===== config.mk =====
export PLATFORM = sky130hd
export DESIGN_NAME = cmp_seq_driver_flat
export DESIGN_NICKNAME = d
export VERILOG_FILES = /design/src/rtl/cmp_seq_driver_if.sv /design/src/rtl/cmp_seq_driver.sv /design/src/flat_wrapper.sv
export SDC_FILE = /design/constraint.sdc
export NUM_CORES = 1
export LEC_CHECK = 0
export CORE_MARGIN = 10
export CORE_UTILIZATION = 50
export CTS_CLUSTER_SIZE = 30
export DETAILED_ROUTE_END_ITERATION = 6
export DONT_BUFFER_PORTS = 1
export SLEW_MARGIN = 25
export SYNTH_ARGS = -nofsm -noshare
export SYNTH_HDL_FRONTEND = slang
export SYNTH_SLANG_ARGS = --single-unit

===== constraint.sdc =====
create_clock -name clk_in -period 2.21 [get_ports clk_in]
set_input_delay 0.3315 -clock clk_in [delete_from_list [all_inputs] [get_ports clk_in]]
set_output_delay 0.3315 -clock clk_in [all_outputs]
set_load 0.01 [all_outputs]

===== src/rtl/cmp_seq_driver_if.sv =====
`timescale 1ns/1ps
`default_nettype none
// ============================================================================
// cmp_seq_driver_if
// ----------------------------------------------------------------------------
// Bundles the three buses around cmp_seq_driver:
//   req_* : operand-pair request handshake (valid/ready, A, B)
//   cmp_* : drive/sense lines of the 8-bit ALU comparator
//   rsp_* : classified-result handshake (valid/ready, lt/eq/gt/err, y)
// Modports:
//   master : the environment (requester, comparator, result consumer)
//   slave  : the cmp_seq_driver block itself
// Parameters:
//   WIDTH  : operand / comparator data width
// Revision: 1.0 - initial release
// ============================================================================
interface cmp_seq_driver_if #(
  parameter int unsigned WIDTH = 8
);
  // request side
  logic             req_valid_in;
  logic             req_ready_out;
  logic [WIDTH-1:0] req_a_in;
  logic [WIDTH-1:0] req_b_in;
  // comparator side
  logic [WIDTH-1:0] cmp_a_out;
  logic [WIDTH-1:0] cmp_b_out;
  logic             cmp_en_n_out;
  logic [WIDTH-1:0] cmp_y_in;
  logic             cmp_carry_in;
  logic             cmp_zero_in;
  // response side
  logic             rsp_valid_out;
  logic             rsp_ready_in;
  logic             rsp_lt_out;
  logic             rsp_eq_out;
  logic             rsp_gt_out;
  logic [WIDTH-1:0] rsp_y_out;
  logic             rsp_err_out;

  modport master (
    output req_valid_in, req_a_in, req_b_in,
    output cmp_y_in, cmp_carry_in, cmp_zero_in,
    output rsp_ready_in,
    input  req_ready_out,
    input  cmp_a_out, cmp_b_out, cmp_en_n_out,
    input  rsp_valid_out, rsp_lt_out, rsp_eq_out, rsp_gt_out, rsp_y_out, rsp_err_out
  );

  modport slave (
    input  req_valid_in, req_a_in, req_b_in,
    input  cmp_y_in, cmp_carry_in, cmp_zero_in,
    input  rsp_ready_in,
    output req_ready_out,
    output cmp_a_out, cmp_b_out, cmp_en_n_out,
    output rsp_valid_out, rsp_lt_out, rsp_eq_out, rsp_gt_out, rsp_y_out, rsp_err_out
  );
endinterface
`default_nettype wire


===== src/rtl/cmp_seq_driver.sv =====
`timescale 1ns/1ps
`default_nettype none
// ============================================================================
// cmp_seq_driver
// ----------------------------------------------------------------------------
// Sequential initiator for the ALU comparator. Accepts an operand pair,
// drives it onto the comparator for SETTLE cycles, samples the carry/zero
// flags, and returns a one-hot less/equal/greater class (or an error when
// the flags are contradictory). Keeps saturating per-class hit counters.
//
// Ports:
//   clk_in      : clock, rising edge
//   rst_n_in    : asynchronous active-low reset
//   bus         : cmp_seq_driver_if.slave (req_*, cmp_*, rsp_* signals)
//   cnt_clr_in  : synchronous clear of all hit counters
//   cnt_lt_out  : saturating count of "less" results
//   cnt_eq_out  : saturating count of "equal" results
//   cnt_gt_out  : saturating count of "greater" results
// Parameters:
//   WIDTH  : operand width (must match the interface instance)
//   SETTLE : comparator settle cycles, 1..15
//   CNT_W  : hit counter width
// Revision: 1.0 - initial release
// ============================================================================
module cmp_seq_driver #(
  parameter int unsigned WIDTH  = 8,
  parameter int unsigned SETTLE = 1,
  parameter int unsigned CNT_W  = 16
) (
  input  logic             clk_in,
  input  logic             rst_n_in,
  cmp_seq_driver_if.slave  bus,
  input  logic             cnt_clr_in,
  output logic [CNT_W-1:0] cnt_lt_out,
  output logic [CNT_W-1:0] cnt_eq_out,
  output logic [CNT_W-1:0] cnt_gt_out
);

  typedef enum logic [1:0] {
    IDLE   = 2'd0,
    DRIVE  = 2'd1,
    SAMPLE = 2'd2,
    HOLD   = 2'd3
  } state_t;

  // Counter reaches 0 after SETTLE cycles in DRIVE.
  localparam logic [3:0] SETTLE_LOAD = 4'(SETTLE - 1);

  state_t           state_q, state_d;
  logic [3:0]       settle_q, settle_d;
  logic [WIDTH-1:0] a_q, a_d;
  logic [WIDTH-1:0] b_q, b_d;
  logic             en_n_q, en_n_d;
  logic             valid_q, valid_d;
  logic             lt_q, lt_d;
  logic             eq_q, eq_d;
  logic             gt_q, gt_d;
  logic             err_q, err_d;
  logic [WIDTH-1:0] y_q, y_d;
  logic [CNT_W-1:0] cnt_lt_q, cnt_lt_d;
  logic [CNT_W-1:0] cnt_eq_q, cnt_eq_d;
  logic [CNT_W-1:0] cnt_gt_q, cnt_gt_d;

  function automatic logic [CNT_W-1:0] sat_inc(input logic [CNT_W-1:0] v);
    return (&v) ? v : v + CNT_W'(1);
  endfunction

  always_comb begin
    state_d  = state_q;
    settle_d = settle_q;
    a_d      = a_q;
    b_d      = b_q;
    en_n_d   = en_n_q;
    valid_d  = valid_q;
    lt_d     = lt_q;
    eq_d     = eq_q;
    gt_d     = gt_q;
    err_d    = err_q;
    y_d      = y_q;
    cnt_lt_d = cnt_lt_q;
    cnt_eq_d = cnt_eq_q;
    cnt_gt_d = cnt_gt_q;

    case (state_q)
      IDLE: begin
        // Ready is implied by IDLE, so valid alone completes the handshake.
        if (bus.req_valid_in) begin
          a_d      = bus.req_a_in;
          b_d      = bus.req_b_in;
          en_n_d   = 1'b0;
          settle_d = SETTLE_LOAD;
          state_d  = DRIVE;
        end
      end
      DRIVE: begin
        if (settle_q == 4'd0) begin
          state_d = SAMPLE;
        end else begin
          settle_d = settle_q - 4'd1;
        end
      end
      SAMPLE: begin
        y_d   = bus.cmp_y_in;
        lt_d  = bus.cmp_carry_in & ~bus.cmp_zero_in;
        eq_d  = bus.cmp_zero_in  & ~bus.cmp_carry_in;
        gt_d  = ~bus.cmp_carry_in & ~bus.cmp_zero_in;
        err_d = bus.cmp_carry_in & bus.cmp_zero_in;
        if (lt_d) cnt_lt_d = sat_inc(cnt_lt_q);
        if (eq_d) cnt_eq_d = sat_inc(cnt_eq_q);
        if (gt_d) cnt_gt_d = sat_inc(cnt_gt_q);
        valid_d = 1'b1;
        en_n_d  = 1'b1;
        state_d = HOLD;
      end
      HOLD: begin
        if (bus.rsp_ready_in) begin
          valid_d = 1'b0;
          state_d = IDLE;
        end
      end
      default: state_d = IDLE;
    endcase

    // Clear overrides any increment taken in the same cycle.
    if (cnt_clr_in) begin
      cnt_lt_d = '0;
      cnt_eq_d = '0;
      cnt_gt_d = '0;
    end
  end

  always_ff @(posedge clk_in or negedge rst_n_in) begin
    if (!rst_n_in) begin
      state_q  <= IDLE;
      settle_q <= 4'd0;
      a_q      <= '0;
      b_q      <= '0;
      en_n_q   <= 1'b1;
      valid_q  <= 1'b0;
      lt_q     <= 1'b0;
      eq_q     <= 1'b0;
      gt_q     <= 1'b0;
      err_q    <= 1'b0;
      y_q      <= '0;
      cnt_lt_q <= '0;
      cnt_eq_q <= '0;
      cnt_gt_q <= '0;
    end else begin
      state_q  <= state_d;
      settle_q <= settle_d;
      a_q      <= a_d;
      b_q      <= b_d;
      en_n_q   <= en_n_d;
      valid_q  <= valid_d;
      lt_q     <= lt_d;
      eq_q     <= eq_d;
      gt_q     <= gt_d;
      err_q    <= err_d;
      y_q      <= y_d;
      cnt_lt_q <= cnt_lt_d;
      cnt_eq_q <= cnt_eq_d;
      cnt_gt_q <= cnt_gt_d;
    end
  end

  assign bus.req_ready_out = (state_q == IDLE);
  assign bus.cmp_a_out     = a_q;
  assign bus.cmp_b_out     = b_q;
  assign bus.cmp_en_n_out  = en_n_q;
  assign bus.rsp_valid_out = valid_q;
  assign bus.rsp_lt_out    = lt_q;
  assign bus.rsp_eq_out    = eq_q;
  assign bus.rsp_gt_out    = gt_q;
  assign bus.rsp_err_out   = err_q;
  assign bus.rsp_y_out     = y_q;
  assign cnt_lt_out        = cnt_lt_q;
  assign cnt_eq_out        = cnt_eq_q;
  assign cnt_gt_out        = cnt_gt_q;

endmodule
`default_nettype wire


===== src/flat_wrapper.sv =====
// flat-port wrapper written by rule: the top's interface ports become plain ports
module cmp_seq_driver_flat 
#(
  parameter int unsigned WIDTH  = 8,
  parameter int unsigned SETTLE = 1,
  parameter int unsigned CNT_W  = 16
)
  (clk_in, rst_n_in, cnt_clr_in, cnt_lt_out, cnt_eq_out, cnt_gt_out, bus_req_valid_in, bus_req_a_in, bus_req_b_in, bus_cmp_y_in, bus_cmp_carry_in, bus_cmp_zero_in, bus_rsp_ready_in, bus_req_ready_out, bus_cmp_a_out, bus_cmp_b_out, bus_cmp_en_n_out, bus_rsp_valid_out, bus_rsp_lt_out, bus_rsp_eq_out, bus_rsp_gt_out, bus_rsp_y_out, bus_rsp_err_out);
  cmp_seq_driver_if #(.WIDTH(WIDTH)) bus_i ();
  input  logic clk_in;
  input  logic rst_n_in;
  input  logic cnt_clr_in;
  output logic [CNT_W-1:0] cnt_lt_out;
  output logic [CNT_W-1:0] cnt_eq_out;
  output logic [CNT_W-1:0] cnt_gt_out;
  input wire logic [$bits(bus_i.req_valid_in)-1:0] bus_req_valid_in;
  input wire logic [$bits(bus_i.req_a_in)-1:0] bus_req_a_in;
  input wire logic [$bits(bus_i.req_b_in)-1:0] bus_req_b_in;
  input wire logic [$bits(bus_i.cmp_y_in)-1:0] bus_cmp_y_in;
  input wire logic [$bits(bus_i.cmp_carry_in)-1:0] bus_cmp_carry_in;
  input wire logic [$bits(bus_i.cmp_zero_in)-1:0] bus_cmp_zero_in;
  input wire logic [$bits(bus_i.rsp_ready_in)-1:0] bus_rsp_ready_in;
  output wire logic [$bits(bus_i.req_ready_out)-1:0] bus_req_ready_out;
  output wire logic [$bits(bus_i.cmp_a_out)-1:0] bus_cmp_a_out;
  output wire logic [$bits(bus_i.cmp_b_out)-1:0] bus_cmp_b_out;
  output wire logic [$bits(bus_i.cmp_en_n_out)-1:0] bus_cmp_en_n_out;
  output wire logic [$bits(bus_i.rsp_valid_out)-1:0] bus_rsp_valid_out;
  output wire logic [$bits(bus_i.rsp_lt_out)-1:0] bus_rsp_lt_out;
  output wire logic [$bits(bus_i.rsp_eq_out)-1:0] bus_rsp_eq_out;
  output wire logic [$bits(bus_i.rsp_gt_out)-1:0] bus_rsp_gt_out;
  output wire logic [$bits(bus_i.rsp_y_out)-1:0] bus_rsp_y_out;
  output wire logic [$bits(bus_i.rsp_err_out)-1:0] bus_rsp_err_out;
  assign bus_i.req_valid_in = bus_req_valid_in;
  assign bus_i.req_a_in = bus_req_a_in;
  assign bus_i.req_b_in = bus_req_b_in;
  assign bus_i.cmp_y_in = bus_cmp_y_in;
  assign bus_i.cmp_carry_in = bus_cmp_carry_in;
  assign bus_i.cmp_zero_in = bus_cmp_zero_in;
  assign bus_i.rsp_ready_in = bus_rsp_ready_in;
  assign bus_req_ready_out = bus_i.req_ready_out;
  assign bus_cmp_a_out = bus_i.cmp_a_out;
  assign bus_cmp_b_out = bus_i.cmp_b_out;
  assign bus_cmp_en_n_out = bus_i.cmp_en_n_out;
  assign bus_rsp_valid_out = bus_i.rsp_valid_out;
  assign bus_rsp_lt_out = bus_i.rsp_lt_out;
  assign bus_rsp_eq_out = bus_i.rsp_eq_out;
  assign bus_rsp_gt_out = bus_i.rsp_gt_out;
  assign bus_rsp_y_out = bus_i.rsp_y_out;
  assign bus_rsp_err_out = bus_i.rsp_err_out;
  cmp_seq_driver #(.WIDTH(WIDTH), .SETTLE(SETTLE), .CNT_W(CNT_W)) u_core (.clk_in(clk_in), .rst_n_in(rst_n_in), .bus(bus_i), .cnt_clr_in(cnt_clr_in), .cnt_lt_out(cnt_lt_out), .cnt_eq_out(cnt_eq_out), .cnt_gt_out(cnt_gt_out));
endmodule

==> results of run 1 <==
==> where the power goes <==
part	internal, mW	switching (mW)
Clock	0.637	0.566
Sequential	1.89	0.406
Combinational	0.508	0.490
Total	3.03	1.46
==> per-stage QoR <==
| stage | util (%) | std cells | instance area (sq um) |
|---|---|---|---|
| after floorplan | - | 420 | 4322 |
| after global placement | 55.34 | 535 | 4593 |
| after detailed placement | 55.34 | 535 | 4593 |
| after CTS | 57.95 | 551 | 4810 |
| after global routing | 58.50 | 555 | 4855 |
| final | 58.50 | 555 | 4855 |
==> per-layer routing <==
| metal | part of all wire [%] | wire length, um | up-vias |
|---|---|---|---|
| met4 | 0.95 | 102 | 0 |
| li1 | - | - | 1634 |
| met5 | 0 | 0 | - |
| met1 | 41 | 4342 | 1711 |
| met3 | 11 | 1190 | 9 |
| met2 | 47 | 5046 | 100 |
==> worst max-delay path by stage <==
stage / end
2_1_floorplan: u_core.cnt_gt_out[13]
5_1_grt: u_core.cnt_gt_out[5]
6_report: u_core.cnt_gt_out[4]
3_5_place_dp: u_core.cnt_lt_out[6]
3_3_place_gp: u_core.cnt_lt_out[9]
4_1_cts: u_core.cnt_lt_out[3]
==> what timing repair did <==
| action | CTS | global route |
|---|---|---|
| endpoints found under the setup margin | 0 | 18 |
| gates resized for setup | 0 | 3 |
| buffers inserted | 0 | 3 |
| endpoints found under the hold margin | 84 | 84 |
==> logic make-up after synthesis <==
family | after synthesis | share of synthesized area, %
AOI/OAI and AO/OA | 101 | 14.22
DFF | 84 | 48.67
adders and majority gates | 9 | 2.606
muxes | 32 | 8.193
xor gates and xnor gates | 3 | 0.6081
and+or+nand+nor | 154 | 22.00
buffers and inverters | 37 | 3.706
==> cell usage in the layout (no fill, tap or decap), types with 3 or more instances in the layout <==
cell type  synthesis  layout
and2_1             4       4
nand2_1           20      20
mux2_2            27      27
inv_1             16      16
a21oi_1           40      40
or4_1             16      16
nand3_1           20      20
nand4_1           18      18
buf_4              4      34
xor2_1             3       3
ha_1               9       8
dfrtp_1           83      83
nor4_1             3       3
nand3b_1           3       4
mux2i_1            5       5
and3_1             5       5
and4_1             6       6
nor2_1            15      15
o31ai_1           16      16
nor3_1             7       7
o41ai_1            4       3
nor2b_1            4       4
or3_1             16      16
clkbuf_8           0       9
o21ai_0           25      25
==> registers in the layout, summed over array words and instances, names as in the netlist, 2 cells and up <==
| name | cells |
|---|---|
| u_core.settle_q | 4 |
| u_core.bus.cmp_b_out | 8 |
| u_core.cnt_gt_out | 16 |
| u_core.bus.rsp_y_out | 8 |
| u_core.bus.cmp_a_out | 8 |
| u_core.cnt_lt_out | 16 |
| u_core.state_q | 2 |
| u_core.cnt_eq_out | 16 |
==> layout make-up <==
class	count	area [sq um]	area share, %
Multi-Input combinational cell	300	2088	43.02
Clock buffer	10	127.6	2.629
Clock inverter	6	88.84	1.830
Inverter	16	60.06	1.237
Tap cell	105	131.4	2.706
Timing Repair Buffer	34	255.2	5.258
Sequential cell	84	2103	43.32
==> results.cfg, run 1 <==
[logic_synthesis]
synth_cells = 420
ys_ff_latch = 84
avgSynthCellArea_sq_um = 10.29
synth_seq_area_share_pct = 48.67
ys_top_cells_by_count = dfrtp_1 (83), a21oi_1 (40), mux2_2 (27)
synth_top_area_cell = dfrtp_1
yosysTopAreaCellShare_pct = 48.06
synth.most_common_cell = dfrtp_1
synth-edff-count = 0
synthArstFlopShare_pct = 100.0
synth_area_sq_um = 4322
syn-num-nets = 460
synthFlopType = dfrtp_1
yosysUniqueCellTypes = 51
ys.warnings.count = 0
synthTopCellsByArea = dfrtp_1 (48%), mux2_2 (7.0%), a21oi_1 (4.6%)

[route]
routed_wirelength_um = 10680
drtIter0Drc = 161
drc = 0
antenna_left = 0
vias = 3454
firstDrtPassIters = 4
wire_per_inst_um = 19.25
vias_per_cell = 6.223

[placement]
place_ws_ns = 0.009236
gp_congestion = 0.7483
io_buffers = 0
place_hpwl_um = 7575

[clock_network]
cts-root-buf = clkbuf_8
clk_latency_ns = 0.35
tritoncts = done
cts-htree-levels = 3
numCtsBuffers = 9
clock_sinks = 84
cts.clk_slew.worst_paths_ns = 0.09
clk_path_buf_depth = 2

[global_routing]
grt_use_met3_pct = 8.241
grt_pass1_wl_um = 17820
grt_usage_pct = 16.64
grt_antenna_before_repair = 0
grt_max_degree = 85
grt-ovfl-total = 0
met1_usage_pct = 19.88
top_usage_layer = met2
use_met2_pct = 25.92
first_global_vias = 3366

[finish]
nFillCells = 744
area_growth_pct = 12.33
drive_gt1_share_pct = 20.44
diodes = 0
nNetsFinal = 485

[timing]
period_share_pct = 92.87
rsz0062_at_grt = no
clock_skew_ns = 0.01052
hold_violations = 84
setup_tns_ns = 0
setup_ws_ns = 0.1576
tightest_slew_ns = 0.5970
holdWs_ns = -0.3371
period_needed_ns = 2.052
max_freq_mhz = 487.2
slew_headroom_pct = 59.83
maxSlewViolCount = 0
setup_viol = 0

[floorplan]
die_w_um = 113.0
design.core.area_sq_um = 8299
dieArea_sq_um = 12760
initial_core_util_pct = 52.07
ios = 110
num_rows = 33
fp.dieH_um = 113.0

[worst_setup_path]
critical_path_required_ns = 2.48
cp_cell_sequence = inv_1 -> ha_2 -> nor3b_4 -> o41ai_4 -> buf_4 -> or3_1 -> a21oi_1
worst-path-stages = 7
cp-end-kind = register
cp_slowest_cell = dfrtp_1
r2r_setup_slack_ns = 0.16
setup.worst_path.class = register to register
critPathLaunchType = register
cp-startpoint = u_core.state_q[0]
crit_path_max_incr_delay_ns = 0.41
path_buf_inv = 2
r2r-start = u_core.state_q[0]
path_delay_family = simple AND/OR/NAND/NOR gates
worst-r2r-cell-count = 7
r2r-end = u_core.cnt_gt_out[4]
cp.arrival_ns = 2.32
cp_max_fo = 9

[power_and_ir_drop]
powerDensity_nw_per_um2 = 925.7
leakage_nw = 1.989
p_total_mw = 4.494
peakVddDrop_v = 0.0006903

[min_path]
holdCritPathClass = input port to asynchronous set/reset pin

[status]
failed_checks = hold timing
outcome = finished with violations

[job]
drv_cap = 0
Power figures use the tool's default switching activity.
==> run 2, diff against run 1 <==
CTS_BUF_LIST = sky130_fd_sc_hd__clkbuf_4 sky130_fd_sc_hd__clkbuf_8 sky130_fd_sc_hd__clkbuf_16   (was default)
==> run 2 against run 1 <==
  * The flow still finishes with violations (hold timing)
  * Total power increased by 0.40%
  * Clock skew fell by 0.00057 ns
  * Worst setup slack got worse by 0.0012 ns
  * Clock power about the same
  * Die area stayed put
  * First-iteration DRC count fell by 1.2%
  * Critical endpoint unchanged
==> results.cfg, run 2 (same netlist as run 1, synthesis figures left out) <==
[timing]
tightest_slew_ns = 0.5938
clock_skew_ns = 0.009950
slew_headroom_pct = 60.05
setup_ws_ns = 0.1564
hold_violations = 84
maxSlewViolCount = 0
period_needed_ns = 2.054
rsz0062_at_grt = no
setup_tns_ns = 0
setup_viol = 0
holdWs_ns = -0.3384
period_share_pct = 92.92
max_freq_mhz = 487.0

[floorplan]
die_w_um = 113.0
fp.dieH_um = 113.0
initial_core_util_pct = 52.07
design.core.area_sq_um = 8299
ios = 110
num_rows = 33
dieArea_sq_um = 12760

[clock_network]
cts-root-buf = clkbuf_8
cts-htree-levels = 3
clk_path_buf_depth = 2
clk_latency_ns = 0.35
cts.clk_slew.worst_paths_ns = 0.09
clock_sinks = 84
tritoncts = done
numCtsBuffers = 9

[worst_setup_path]
setup.worst_path.class = register to register
critical_path_required_ns = 2.48
cp-startpoint = u_core.state_q[0]
cp-end-kind = register
cp_cell_sequence = inv_1 -> ha_2 -> nor3b_4 -> o41ai_4 -> buf_4 -> or3_1 -> a21oi_1
cp_max_fo = 9
critPathLaunchType = register
worst-r2r-cell-count = 7
endpoint = u_core.cnt_gt_out[4]
r2r_setup_slack_ns = 0.16
cp_slowest_cell = dfrtp_1
r2r-end = u_core.cnt_gt_out[4]
cp.arrival_ns = 2.33
r2r-start = u_core.state_q[0]
crit_path_max_incr_delay_ns = 0.41

[route]
met2_length_um = 5035
drc = 0
antenna_left = 0
firstDrtPassIters = 4
wire_per_inst_um = 19.22
routed_wirelength_um = 10670
drtIter0Drc = 159
met1_length_um = 4353
routed.top_layer = met4
vias = 3452
dr_wl_met3_um = 1176
vias_per_cell = 6.220

[finish]
diodes = 0
area_growth_pct = 12.42
fin_area_sq_um = 4858
seqCellArea_sq_um = 2103
final_cells = 555
final_common_cell = dfrtp_1
nFillCells = 747
utilization_pct = 58.54
multi_input_area_sq_um = 2088
final_cell_mix = dfrtp_1 (83), a21oi_1 (40), buf_4 (34)
nNetsFinal = 485
drive_gt1_share_pct = 20.67

[status]
outcome = finished with violations
failed_checks = hold timing

[placement]
place_ws_ns = 0.009236
placed_cell_area_sq_um = 4593
place_inst = 535
gp_congestion = 0.7483
place_hpwl_um = 7575
io_buffers = 0

[global_routing]
grt_max_degree = 85
grt-ovfl-total = 0
grt_usage_pct = 16.63
grt_antenna_before_repair = 0
grt_pass1_wl_um = 17780
first_global_vias = 3363

[min_path]
holdCritPathClass = input port to asynchronous set/reset pin

[power_and_ir_drop]
peakVddDrop_v = 0.0006905
combPwrFrac_pct = 22.2
powerDensity_nw_per_um2 = 928.7
p_total_mw = 4.512
leakage_nw = 1.993
power_frac_seq_pct = 50.8
pwr-share-clk_pct = 27.0
switchingPower_mw = 1.467
p_int_mw = 3.045
p_sw_share_pct = 32.52

[job]
drv_cap = 0
[run 2: cell counts in the layout (fill, tap and decap cells not counted)]
Identical to the previous run, type by type.
[run 2: cell type report]
type	count	share of cell area [%]
flip-flops and latches	84	43.29
multi-input cells	300	42.98
repair buffers	34	5.254
clock buffers	10	2.704
well taps	105	2.704
clock inverters	6	1.828
inverters	16	1.236
[run 2: worst min-delay path by stage]
stage / depth (start not counted) / endpoint / slack, ns
3_3_place_gp: 0 / u_core.cnt_lt_out[14] / 0.04
6_report: 0 / u_core.cnt_lt_out[14] / -0.34
5_1_grt: 0 / u_core.cnt_lt_out[14] / -0.36
3_5_place_dp: 0 / u_core.cnt_lt_out[14] / 0.04
2_1_floorplan: 0 / u_core.bus.cmp_a_out[0] / 0.04
4_1_cts: 0 / u_core.cnt_lt_out[14] / -0.35
[run 2: metal layers]
metal	global-route usage [%]	vias to the layer above
li1	-	1634
met1	19.88	1707
met2	25.88	103
met3	8.241	8
met4	4.738	0
met5	0	-
[run 2: power groups by stage]
stage / Clock [mW] / Sequential [mW] / Combinational [mW]
floorplan: 0 / 2.23 / 0.815
global placement: 0 / 2.33 / 0.937
detailed placement: 0 / 2.33 / 0.982
CTS: 1.26 / 2.31 / 0.985
global route: 1.32 / 2.36 / 1.13
finish: 1.22 / 2.29 / 1.00
[run 2: what timing repair did]
item,in CTS,in global routing
endpoints found under the hold margin,84,84
buffers inserted,0,3
resized for setup,0,3
endpoints found under the setup margin,0,18
[run 2: worst max-delay path, delay by kind of cell (launching register included)]
kind / cells / cell delay, ns
buffers and inverters: 2 / 0.35
AOI/OAI and AO/OA: 2 / 0.35
and+or+nand+nor: 2 / 0.63
adders and majority gates: 1 / 0.25
DFF: 1 / 0.41
==> run 3, diff against run 2 <==
CORE_UTILIZATION = 60   (was 50)
PLACE_DENSITY = 0.76   (was default)
==> run 3 against run 2 <==
  * The flow still finishes with violations (hold timing)
  * Worst hold slack improved by 0.0089 ns
  * Non-clock buffer count fell by 2
  * Design area is 0.67% lower
  * Clock skew up 0.0017 ns
  * Clock power fell by 8%
  * Via count increased by 0.41%
  * Global-route usage grew 2.0 points
  * Total power fell by 1.5%
  * Sequential power about the same
  * Maximum frequency fell by 1.6%
  * Die area fell by 14%
  * Critical endpoint is now u_core.cnt_gt_out[9]
  * Largest power group unchanged
==> results.cfg, run 3 (same netlist as run 1, synthesis figures left out) <==
[status]
failed_checks = hold timing
outcome = finished with violations

[worst_setup_path]
cp.arrival_ns = 2.34
setup.worst_path.class = register to register
critPathLaunchType = register
critical_path_required_ns = 2.46
r2r_setup_slack_ns = 0.12
cp_slowest_cell = or4_1
r2r-start = u_core.state_q[0]
cp-end-kind = register
path_delay_family = simple AND/OR/NAND/NOR gates
path_buf_inv = 1
cp-startpoint = u_core.state_q[0]
cp_max_fo = 7
crit_path_max_incr_delay_ns = 0.52
cp_cell_sequence = inv_1 -> ha_1 -> nor3b_4 -> o41ai_4 -> or4_1 -> a21oi_1

[global_routing]
grt_usage_pct = 18.64
grt_max_degree = 85
grt_antenna_before_repair = 0
grt-ovfl-total = 0
grt_pass1_wl_um = 17350
first_global_vias = 3578

[floorplan]
fp.dieH_um = 104.9
dieArea_sq_um = 11000
initial_core_util_pct = 62.57
num_rows = 30
design.core.area_sq_um = 6907
die_w_um = 104.9
ios = 110

[clock_network]
cts.clk_slew.worst_paths_ns = 0.08
clk_latency_ns = 0.34
numCtsBuffers = 9
clock_sinks = 84
cts-root-buf = clkbuf_8
tritoncts = done
clk_path_buf_depth = 2
cts-htree-levels = 3

[route]
vias = 3466
drc = 0
routed_wirelength_um = 10610
antenna_left = 0
drtIter0Drc = 182
vias_per_cell = 6.371
firstDrtPassIters = 5
wire_per_inst_um = 19.51

[placement]
place_hpwl_um = 7629
gp_congestion = 0.7915
placed_cell_area_sq_um = 4574
place_ws_ns = 0.06692
io_buffers = 0

[timing]
max_freq_mhz = 479.1
tightest_slew_ns = 0.6405
setup_ws_ns = 0.1227
maxSlewViolCount = 0
holdWs_ns = -0.3295
setup_viol = 0
hold_violations = 84
slew_headroom_pct = 56.84
period_needed_ns = 2.087
clock_skew_ns = 0.01164
setup_tns_ns = 0
period_share_pct = 94.45

[finish]
drive_gt1_share_pct = 20.54
fin_area_sq_um = 4826
final_common_cell = dfrtp_1
final_cell_mix = dfrtp_1 (83), a21oi_1 (40), buf_4 (32)
area_growth_pct = 11.67
diodes = 0
nNetsFinal = 483
utilization_pct = 69.87

[min_path]
holdCritPathClass = input port to asynchronous set/reset pin

[job]
drv_cap = 0

[power_and_ir_drop]
peakVddDrop_v = 0.0007730
leakage_nw = 1.983
powerDensity_nw_per_um2 = 920.5
==> run 3: layout make-up <==
cell class / count / area [sq um]
Clock buffer: 12 / 158.9
Clock inverter: 4 / 47.55
Fill cell: 569 / 2081
Inverter: 16 / 60.06
Multi-Input combinational cell: 300 / 2096
Sequential cell: 84 / 2103
Tap cell: 96 / 120.1
Timing Repair Buffer: 32 / 240.2
==> run 3: path summary, 6_finish.rpt <==
| check | end | cells after the start |
|---|---|---|
| min reg2reg | u_core.settle_q[0] | 1 |
| max reg2reg | u_core.cnt_gt_out[9] | 6 |
| max in group asynchronous | u_core.bus.cmp_en_n_out | 0 |
| min in group clk_in | u_core.cnt_lt_out[14] | 1 |
| min | u_core.cnt_lt_out[12] | 0 |
| max | u_core.cnt_gt_out[9] | 6 |
==> run 3: report_power, final <==
| group | internal, mW | switching, mW |
|---|---|---|
| clock | 0.594 | 0.531 |
| combinational | 0.522 | 0.491 |
| sequential | 1.89 | 0.418 |
==> run 3: stage by stage <==
stage	std cells	hold WS, ns	total power, mW
3_3_place_gp	525	0.03857	3.268
3_5_place_dp	525	0.03854	3.342
6_report	544	-0.3295	4.442
5_1_grt	544	-0.3584	4.696
2_1_floorplan	420	0.03591	3.045
4_1_cts	541	-0.3452	4.461
==> run 3: per-layer routing <==
layer	track usage, %	share of wire [%]	up-vias
li1	-	-	1642
met1	20.33	40	1719
met2	31.54	49	95
met3	9.275	10	10
met4	4.902	0.85	0
met5	0	0	-
==> run 3: timing repair <==
item / CTS / global route
setup buffers: 0 / 2
gates resized for setup: 0 / 4
hold endpoints to repair: 84 / 84
endpoints found under the setup margin: 0 / 14
==> edit (flow settings as in run 3) <==
Make the reset (`rst_n_in`) synchronous in one clocked block. Comments in the files are not updated.
--- a/src/rtl/cmp_seq_driver.sv
+++ b/src/rtl/cmp_seq_driver.sv
@@ -130,5 +130,5 @@
   end
 
-  always_ff @(posedge clk_in or negedge rst_n_in) begin
+  always_ff @(posedge clk_in) begin
     if (!rst_n_in) begin
       state_q  <= IDLE;
Function: differs if rst_n_in is asserted again (counterexample within 4 cycles, from zero or initial values and one cycle with rst_n_in low); with rst_n_in held inactive, the same outputs for 10 cycles.
==> edit against run 3 <==
- sequential share of layout area decreased by 6.1 points
- sequential cell count is the same
- combinational power shrank 32%
- routed wire length is 1.1% higher
- count of clock-buffer cells in the layout shrank 1
- synthesized area fell by 7.6%
- setup slack improved by 0.047 ns
- cell area shrank 7.2%
- power is 14% lower
- sequential power fell by 21%
- highest routed layer unchanged
==> edit: results (changes against run 3) <==
** GRT
- The pin count of the biggest net entering global routing was 33 (-61%).
- Combined global-route utilization of all metal layers :: 20.07% (+1.4 points)
- The number of global-route vias before repair was 3552 (-0.73%).
- First-pass GRT wire length :: 17.14 mm (-1.2%)

** Worst setup path
- The startpoint identified for the worst register-to-register timing path is u_core.settle_q[0]$_SDFFE_PN0P_.
- Critical path data arrival time :: 2.27 ns (-0.07 ns)
- The internal reg-to-reg setup slack came to 0.17 ns (+0.05 ns).
- Maximum net fanout on the critical path :: 3 (-4)
- In this run the critical register-to-register path is captured at u_core.state_q[1]$_SDFFE_PN0P_.

** Layout
- Fillers :: 507 (-11%)
- Antenna diode count :: 0 (unchanged)
- The net count of the finished layout is 538 (+11%).
- Fraction of final layout cells sized beyond drive strength 1 :: 10.16% (-10 points)

** Placed design
- The final weighted congestion in routability-driven placement was 0.8747 (+11%).
- Number of instances in the placed design :: 564 (+7.4%)
- The HPWL reported at the end of detailed placement came to 7.891 mm (+3.4%).

** Run status
- Outcome :: completed

** Synthesis
- Fraction of the mapped netlist area in compound gates :: 18.76% (+4.5 points)
- The post-synthesis share of cell area spent on xor and xnor gates is 0% (-0.61 points).
- The post-synthesis sequential area ratio was 42.09% (-6.6 points).
- The share of synthesized flip-flops with an asynchronous set or reset was 0% (-100 points).
- The gate count of the mapped netlist was 481 (+15%).
- Number of distinct library cells after synthesis :: 46 (-9.8%)
- Commonest cells post-synth :: dfxtp_1 (84), nand2_1 (67), a21oi_1 (47)
- Largest cells by area after synthesis :: dfxtp_1 (42%), nand2_1 (6.3%), a21oi_1 (5.9%), mux2i_1 (3.5%), ha_1 (2.8%)
- The multiplexer share of the synthesized area was 3.508% (-4.7 points).

** Detailed routing
- The total wire length came to 10.73 mm (+1.1%).
- Post-detailed-route wirelength per cell :: 18.54 µm (-5.0%)
- The number of search-and-repair iterations in the first detailed-routing pass came to 4 (-1).
- The detailed-route vias per instance came to 6.560 (+3.0%).
- The number of DRC violations after detailed-routing iteration 0 came to 166 (-8.8%).

** Timing
- The transition time at the pin with the least slew margin is 0.6982 ns (+0.05778 ns).

** Power
- Power Combinational :: 0.688 mW (-32%)
- The total sequential power is 1.82 mW (-21%).
- The total leakage power came to 1.608 nW (-19%).
- Switching power share of the total :: 28.28% (-4.1 points)

** Hold path
- Hold WC Path Type :: input port to flop
-- edit: changes by cell type in the layout (fill, tap and decap cells not counted), sizes merged, moves of 6 or more --
| cell | run 3 | this run |
|---|---|---|
| a41o | 1 | 7 |
| a31oi | 2 | 10 |
| nand2b | 2 | 8 |
| dfrtp | 83 | 0 |
| nand2 | 20 | 67 |
| a21oi | 40 | 47 |
| dfxtp | 0 | 84 |
| mux2 | 27 | 0 |
| o21ai | 25 | 16 |
| nor2 | 15 | 30 |
| mux2i | 5 | 14 |
-- edit: what timing repair did --
item,in CTS,in global routing
buffers inserted,0,0
gates resized for setup,1,3
endpoints found under the setup margin,1,4
hold buffers,0,0
-- edit: metrics by stage --
step                setup slack, ns  area, µm²  hold slack, ns  util, %
floorplan                    0.3409       3995          0.4549        -
global placement             0.1344       4218          0.4152    65.67
detailed placement          0.02074       4218          0.4216    65.67
CTS                         0.09667       4463         0.06722    69.49
global route                0.03494       4481         0.06331    69.76
finish                       0.1696       4481         0.07641    69.76
-- edit: worst max-delay path by stage --
stage	from	to	slack (ns)
CTS	u_core.state_q[0]$_SDFFE_PN0P_	u_core.cnt_lt_out[7]$_SDFFE_PP0P_	0.1
global placement	u_core.state_q[0]$_SDFFE_PN0P_	u_core.cnt_lt_out[7]$_SDFFE_PP0P_	0.13
global route	u_core.cnt_eq_out[0]$_SDFFE_PP0P_	u_core.cnt_eq_out[9]$_SDFFE_PP0P_	0.03
finish	u_core.settle_q[0]$_SDFFE_PN0P_	u_core.state_q[1]$_SDFFE_PN0P_	0.17
floorplan	u_core.state_q[0]$_SDFFE_PN0P_	u_core.cnt_lt_out[9]$_SDFFE_PP0P_	0.34
detailed placement	u_core.state_q[0]$_SDFFE_PN0P_	u_core.cnt_lt_out[7]$_SDFFE_PP0P_	0.02
-- edit: kinds of logic (layout without fill, tap and decap cells) --
logic type	Yosys count	after routing
adder cells (fa/ha/maj)	9	9
flip-flops	84	84
buffers and inverters	35	56
AND/OR/NAND/NOR	221	221
multiplexers	14	14
AO/OA/AOI/OAI	118	118
-- edit: area by class of cell --
cell class / count / area (µm²) / area share [%]
timing repair buffer: 28 / 210.2 / 4.691
tap: 77 / 96.34 / 2.150
clock buffer: 11 / 145.1 / 3.239
clock inverter: 4 / 97.59 / 2.178
inverter: 13 / 48.80 / 1.089
sequential: 84 / 1682 / 37.53
multi-input combinational: 362 / 2201 / 49.12
-- edit: layer usage --
metal / routed length [µm] / GRT usage, %
met3: 1249 / 10.21
met5: 0 / 0
met2: 4996 / 32.16
met4: 265 / 8.471
met1: 4220 / 22.05
-- edit: worst max-delay path, cell delays in order (launching register included) --
cell and delay (ns):
dfxtp_1 0.32, inv_1 0.10, ha_1 0.20, or3b_2 0.44, a221oi_1 0.56, mux2i_1 0.26, nor2_1 0.05
